### config.mk
export PLATFORM = sky130hd
export DESIGN_NAME = regfile_sb
export DESIGN_NICKNAME = d
export VERILOG_FILES = /design/src/rtl/regfile_sb.sv
export SDC_FILE = /design/constraint.sdc
export NUM_CORES = 2
export LEC_CHECK = 0
export BUFFER_PORTS_ARGS = -buffer_cell sky130_fd_sc_hd__buf_2
export CAP_MARGIN = 30
export CORE_UTILIZATION = 50
export CTS_CLUSTER_SIZE = 12
export DETAILED_ROUTE_END_ITERATION = 7
export PLACE_DENSITY = 0.7
export REMOVE_ABC_BUFFERS = 1
export SLEW_MARGIN = 30
export SYNTH_ARGS = -nofsm -noshare
export SYNTH_HDL_FRONTEND = slang
export SYNTH_SLANG_ARGS = --single-unit
### constraint.sdc
create_clock -name clk -period 4.5 [get_ports clk]
set_input_delay 0.45 -clock clk [delete_from_list [all_inputs] [get_ports clk]]
set_output_delay 0.45 -clock clk [all_outputs]
set_load 0.02 [all_outputs]
### src/rtl/regfile_sb.sv
// Parametrised integer register file with load-use scoreboard, write bypass,
// registered debug read port and a sequential scrub engine that zeroes the file.
module regfile_sb #(
  parameter int XLEN   = 32,
  parameter int AW     = 5,
  parameter int BYPASS = 1
) (
  input  logic            clk,
  input  logic            rst,
  input  logic [AW-1:0]   rs1_addr,
  input  logic [AW-1:0]   rs2_addr,
  output logic [XLEN-1:0] rs1_data,
  output logic [XLEN-1:0] rs2_data,
  output logic            rs1_pending,
  output logic            rs2_pending,
  input  logic            wr_en,
  input  logic [AW-1:0]   wr_addr,
  input  logic [XLEN-1:0] wr_data,
  output logic            wr_ready,
  input  logic            sb_set_en,
  input  logic [AW-1:0]   sb_set_addr,
  input  logic [AW-1:0]   dbg_addr,
  output logic [XLEN-1:0] dbg_data,
  input  logic            clr_req,
  output logic            busy
);

  localparam int NREG = 1 << AW;

  typedef enum logic {IDLE, SCRUB} state_e;

  state_e          state_q, state_d;
  logic [AW-1:0]   counter_q;
  logic [XLEN-1:0] regs [NREG];
  logic [NREG-1:0] pend_q;

  logic wr_acc, sb_set_ok, scrub_start;
  logic rs1_byp, rs2_byp;

  assign wr_acc      = wr_en && !busy && (wr_addr != '0);
  assign sb_set_ok   = sb_set_en && !busy && (sb_set_addr != '0);
  assign scrub_start = (state_q == IDLE) && clr_req;
  assign wr_ready    = !busy;

  // State register.
  always_ff @(posedge clk) begin
    if (rst) state_q <= IDLE;
    else     state_q <= state_d;
  end

  // Next-state logic: a scrub runs from register 1 up to NREG-1 and then stops.
  always_comb begin
    state_d = state_q;
    case (state_q)
      IDLE:    if (clr_req) state_d = SCRUB;
      SCRUB:   if (counter_q == AW'(NREG - 1)) state_d = IDLE;
      default: state_d = IDLE;
    endcase
  end

  // Output logic.
  always_comb begin
    busy = 1'b0;
    if (state_q == SCRUB) busy = 1'b1;
  end

  // NOTE: sequential state uses non-blocking assignments so every process sees
  // pre-edge values; blocking here would make results depend on process order.
  always_ff @(posedge clk) begin
    if (rst)                   counter_q <= '0;
    else if (scrub_start)      counter_q <= AW'(1);
    else if (state_q == SCRUB) counter_q <= (counter_q == AW'(NREG - 1)) ? '0 : counter_q + AW'(1);
  end

  // NOTE: the register array is reset explicitly because a core reset must leave
  // the file zeroed; this costs a reset net on every storage flop.
  // Entry 0 is only ever written by reset, so it stays zero and is masked on reads.
  always_ff @(posedge clk) begin
    if (rst) begin
      for (int i = 0; i < NREG; i++) regs[i] <= '0;
    end else if (busy) begin
      regs[counter_q] <= '0;
    end else if (wr_acc) begin
      regs[wr_addr] <= wr_data;
    end
  end

  // Scoreboard: a same-edge set beats the writeback clear (a new producer is in flight).
  always_ff @(posedge clk) begin
    if (rst || scrub_start) begin
      pend_q <= '0;
    end else begin
      if (wr_acc)    pend_q[wr_addr]     <= 1'b0;
      if (sb_set_ok) pend_q[sb_set_addr] <= 1'b1;
    end
  end

  always_ff @(posedge clk) begin
    if (rst) dbg_data <= '0;
    else     dbg_data <= (dbg_addr == '0) ? '0 : regs[dbg_addr];
  end

  assign rs1_byp = (BYPASS != 0) && wr_acc && (wr_addr == rs1_addr);
  assign rs2_byp = (BYPASS != 0) && wr_acc && (wr_addr == rs2_addr);

  assign rs1_data = (rs1_addr == '0) ? '0 : rs1_byp ? wr_data : regs[rs1_addr];
  assign rs2_data = (rs2_addr == '0) ? '0 : rs2_byp ? wr_data : regs[rs2_addr];

  // A bypassed write hides the pending bit it is about to clear, unless the
  // same register is being re-marked this cycle.
  assign rs1_pending = (rs1_addr == '0) ? 1'b0 :
                       (rs1_byp && !(sb_set_ok && sb_set_addr == rs1_addr)) ? 1'b0 :
                       pend_q[rs1_addr];
  assign rs2_pending = (rs2_addr == '0) ? 1'b0 :
                       (rs2_byp && !(sb_set_ok && sb_set_addr == rs2_addr)) ? 1'b0 :
                       pend_q[rs2_addr];

endmodule

Word-level counts from Yosys, hierarchy flattened
Memory sizes are Yosys's and may differ from the RTL's. A register that Yosys moved wholly into a read port is not among the register bits.
Cells that the tools add are included.
- eq/ne operators: 5
- mux-type cells: 41
- add/sub/neg operators: 1
- reduce and logical (&&, ||, !) cells: 27
- bitwise operators: 4
- $lt $le $gt $ge: 6
- operators with widths (cell ; count):
    two-way mux 32 bit ; 9
    OR reduction 32 bit ; 2
    bitwise AND 32 bit ; 1
    inverter 32 bit ; 1
    OR 32 bit ; 1
    < comparator 5 x 6 -> 1 bit, second input constant ; 4
    two-way mux 1 bit ; 24
    equality test 5 bit ; 4
    logical NOT 5 bit ; 3
    two-way mux 5 bit ; 3
    logical AND 1 bit ; 13
    binary-select mux 1 bit (select 5 bit) ; 2
    demux 1 bit (select 5 bit) ; 2
    greater-or-equal comparator 5 x 1 -> 1 bit, second input constant ; 2
    nonzero test 5 bit ; 2
    adder 5 x 1 -> 5 bit, second input constant ; 1
    equality test 5 bit, second input constant ; 1
    OR reduction 2 bit ; 2
    logical NOT 1 bit ; 3
    one-hot mux 1 bit (2 select lines) ; 1
    nonzero test 2 bit ; 1
    logical OR 1 bit ; 1
    inverter 1 bit ; 1
- bits in registers: 38
- word-level logic and storage cells: 89
- bits of input ports: 62
- memory bits (writable): 1024
- memories: 1
- output and inout bits: 100
- memory list (memory ; depth ; width ; read ports ; clocked after memory_dff ; wr ports ; line ; source):
    regs ; 32 ; 32 ; 3 ; 1 ; 32 ; 34 ; logic [XLEN-1:0] regs [NREG];

Logic depth before layout (Yosys ltp)
- depth in word-level cells: 10
- depth in mapped cells: 10
- depth with buffers taken out: 7

Least setup slack after synthesis
No wires, ideal clock.
- path type: input-to-reg
- from: input port wr_addr[0]
- to: memory regs[17][0] (enable)
- stages on the path: 9
- path buffers: 4
- setup slack: 0.648 ns
- data arrival time: 3.424 ns
- data required time: 4.072 ns
- setup time: 0.428 ns
- cell sequence: buf_2 > nor3_2 > a21oi_1 > buf_2 > o21ai_2 > nand3_1 > buf_2 > buf_2 > o21bai_1
- RTL lines (what ; line ; source):
    start: declaration ; 17 ; input logic [AW-1:0] wr_addr,
    end: declaration ; 34 ;

Worst setup path after layout
- from: register state_q
- to: output port rs2_data[30]
- cells in the longest elaborated chain, start to end: 7
- ends and longest elaborated chain (what ; line ; source):
    start: declaration ; 32 ; state_e state_q, state_d;
    start signal: assignment ; 48 ; else state_q <= state_d;
    two-way mux 1 bit ; 64 ; if (state_q == SCRUB) busy = 1'b1;
    logical NOT 1 bit ; 40 ; assign wr_acc = wr_en && !busy && (wr_addr != '0);
    logical AND 1 bit (2 in series) ; 40 ;
    logical AND 1 bit ; 104 ; assign rs2_byp = (BYPASS != 0) && wr_acc && (wr_addr == rs2_addr);
    two-way mux 32 bit (2 in series) ; 107 ; assign rs2_data = (rs2_addr == '0) ? '0 : rs2_byp ? wr_data : regs[rs2_addr];
    end: declaration ; 13 ; output logic [XLEN-1:0] rs2_data,
No other way between the ends.

==> impl_metrics.ini <==
[placed_design]
post-place-ws_ns = 0.635
placed_cells = 6535
gp_congestion = 1.00
io_buffer_count = 161
hpwl_um = 167000

[global_route]
grt_max_degree = 118
gr-total-overflow = 0
grt_pass1_wl_um = 378000
antenna_found_initial = 9
grt_pass1_vias = 50200
grt_usage_pct = 41.2

[logic_synthesis]
ys.flop_type = edfxtp_1
synthesis.area_um2 = 65200
synth_compound_area_share_pct = 6.52
ys_async_sr_fraction_pct = 0
synth_cell_type_count = 77
synth_xor_area_share_pct = 0.269
ys_seq_elements = 1094
synth-edff-count = 1024
synthSimpleGateAreaFrac_pct = 9.85
yosysSeqAreaShare_pct = 49.3
synth-adder-area-share_pct = 0.0384
synth_top_family_by_area = multiplexers
synthCells = 4879
avgSynthCellArea_um2 = 13.4
synthMuxAreaShare_pct = 29.7
yosys_warnings = 0

[sta]
timing.final.crit_period_ns = 4.36
whs_ns = 0.0505
drv_slew = 0
post-route-period-util_pct = 97.0
skew_ns = 0.0472
finalHoldViolations = 0
tightestPinTransition_ns = 1.12
clock.fmax_ghz = 0.229
finalSetupTns_ns = 0
fin_ws_ns = 0.137
slew_headroom_pct = 25.5
rsz0062_at_grt = no
finalSetupViolCount = 0

[route]
met1_length_um = 84700
routed.top_layer = met5
wl_um = 274000
routedWlPerCell_um = 40.5
route.vias.total = 52800
drc_errors = 1
first_pass_iters = 8
drt_iter0_markers = 10900
via_per_inst = 7.81
wl_met2_um = 114000
ant_nets = 0
wl_met3_um = 51200

[cts]
cts_setup_buffers = 0
ctsHoldBuffers = 1
cts.sinks = 1094
cts_buffer_depth = 3
cts.htree.levels = 3
cts-root-buf = clkbuf_16
cts_buffers = 119
cts_tree = done
insertion_delay_ns = 0.80
ctsResizeCount = 0
cts.clk_slew.worst_paths_ns = 0.05

[power_and_ir_drop]
power.share.clock_pct = 38.5
power_switching_uw = 7380
power.density_nw_per_um2 = 359
sw_frac_of_total_pct = 28.2
power.share.combinational_pct = 16.3
p_leak_uw = 0.0246
finalPower_uw = 26200
seqPwrFrac_pct = 45.1
irDropWorstVdd_uv = 350
p_int_uw = 18800

[worst_setup_path]
arrival_ns = 3.91
cp-end-kind = output pin
reg2reg_from = state_q$_SDFF_PP0_
path_max_fanout = 22
critPathLaunch = state_q$_SDFF_PP0_
r2r_setup_slack_ns = 0.85
required_ns = 4.05
crit_path_end = rs2_data[30]
critPathLaunchType = flop
criticalPathCategory = reg -> out
reg2reg_depth = 6
r2r-end = regs[31][0]$_SDFFCE_PN0P_

[worst_hold_path]
hp-class = in -> reg

[job]
maxCapViolations = 0

[status]
status = complete, but fails checks
violations = design-rule violations

[floorplan]
initial_utilization_pct = 50.4
rows = 132
die_area_um2 = 132000
dieWidth_um = 363
boundaryPins = 162
core_area_um2 = 129000
fp.dieH_um = 363

[final_layout]
drive_gt1_share_pct = 31.2
layout_common_cells = edfxtp_1 (1024), nor2_1 (824), mux4_2 (675), nor3_1 (290), buf_4 (234)
fin_nets = 4979
layout.cells.non_filler = 6765
fillers = 10200
area_delta_synth_final_pct = 11.8
mostFrequentLayoutCell = edfxtp_1
metrics by stage:
| stage | utilization (%) | cell area (um2) |
|---|---|---|
| final | 56.3 | 72800 |
| after global routing | 56.3 | 72800 |
| after CTS | 56.3 | 72800 |
| after detailed placement | 53.2 | 68900 |
| after global placement | 53.2 | 68800 |
| after floorplan | - | 62800 |
state kept, by name, summed over array words and instances, names as in the netlist:
signal,count
dbg_data,32
state_q,1
counter_q,5
regs,1024
pend_q,32
per-layer routing:
layer | vias up | track usage (%)
met5 | - | 0.690
met4 | 24 | 29.2
li1 | 19400 | -
met3 | 1454 | 18.3
met1 | 26000 | 50.5
met2 | 5939 | 57.8
cell families (layout without fill, tap and decap cells):
logic type	after synthesis	in the layout
multiplexers	1068	1068
other	1	38
flip-flops	1094	1094
AND/OR/NAND/NOR	1456	1456
XOR/XNOR	20	20
buffers and inverters	633	740
adder cells (fa/ha/maj)	2	2
AO/OA/AOI/OAI	605	605
how the worst min path moves through the flow:
| stage | slack (ns) | to | start | cells after the start |
|---|---|---|---|---|
| after CTS | 0.05 | state_q$_SDFF_PP0_ | rst | 2 |
| after detailed placement | 0.46 | pend_q[0]$_SDFF_PP0_ | pend_q[0]$_SDFF_PP0_ | 1 |
| after floorplan | 0.44 | pend_q[0]$_SDFF_PP0_ | pend_q[0]$_SDFF_PP0_ | 1 |
| after global placement | 0.46 | pend_q[0]$_SDFF_PP0_ | pend_q[0]$_SDFF_PP0_ | 1 |
| final | 0.05 | state_q$_SDFF_PP0_ | rst | 2 |
| after global routing | 0.07 | counter_q[0]$_SDFFE_PP0P_ | rst | 2 |
power groups by stage:
stage	Clock [uW]	Combinational (uW)	Sequential, uW
after floorplan	0	2050	11900
after global placement	0	4040	12000
after detailed placement	0	4070	12000
after CTS	10000	4090	11800
after global routing	10400	4300	11800
final	10100	4280	11800
worst max-delay path: stages, from the launching register on:
cell	delay, ns
dfxtp_1	0.73
nand2b_1	0.23
a21oi_1	0.05
buf_4	0.21
nand3_4	0.41
buf_4	0.47
o21ai_0	0.18
a21oi_1	0.54
buf_2	0.28
synth_stat cells (16+ instances only):
cell type	instances	share of area (%)
a21oi_1	77	0.59
mux2_2	175	3.0
a32o_1	28	0.43
buf_1	49	0.28
mux4_2	675	23
mux2i_1	218	3.3
o21ai_0	60	0.46
nand4_1	24	0.23
nand3_1	35	0.27
a221oi_1	35	0.47
nor2b_1	25	0.24
nor2_1	828	4.8
nor4_1	17	0.16
clkbuf_1	309	1.8
nand2_1	117	0.67
dfxtp_1	70	2.2
buf_2	150	1.2
o221ai_1	16	0.22
a211oi_1	32	0.37
a22oi_1	36	0.41
a31oi_1	19	0.18
nor3_1	290	2.2
a2111oi_0	28	0.38
o22ai_1	164	1.6
nand2b_1	53	0.51
buf_4	35	0.40
edfxtp_1	1024	47
inv_1	73	0.42
final cells by class:
cell class / instances / area (um2) / area share (%)
diodes: 6 / 15.0 / 0.0206
clock buffers: 174 / 3430 / 4.71
clock inverters: 49 / 487 / 0.668
inverters: 78 / 293 / 0.402
multi-input cells: 3183 / 30700 / 42.2
flip-flops and latches: 1094 / 32200 / 44.2
well taps: 1742 / 2180 / 2.99
repair buffers: 439 / 3550 / 4.87
No activity file was read; power rests on OpenSTA's default activity.
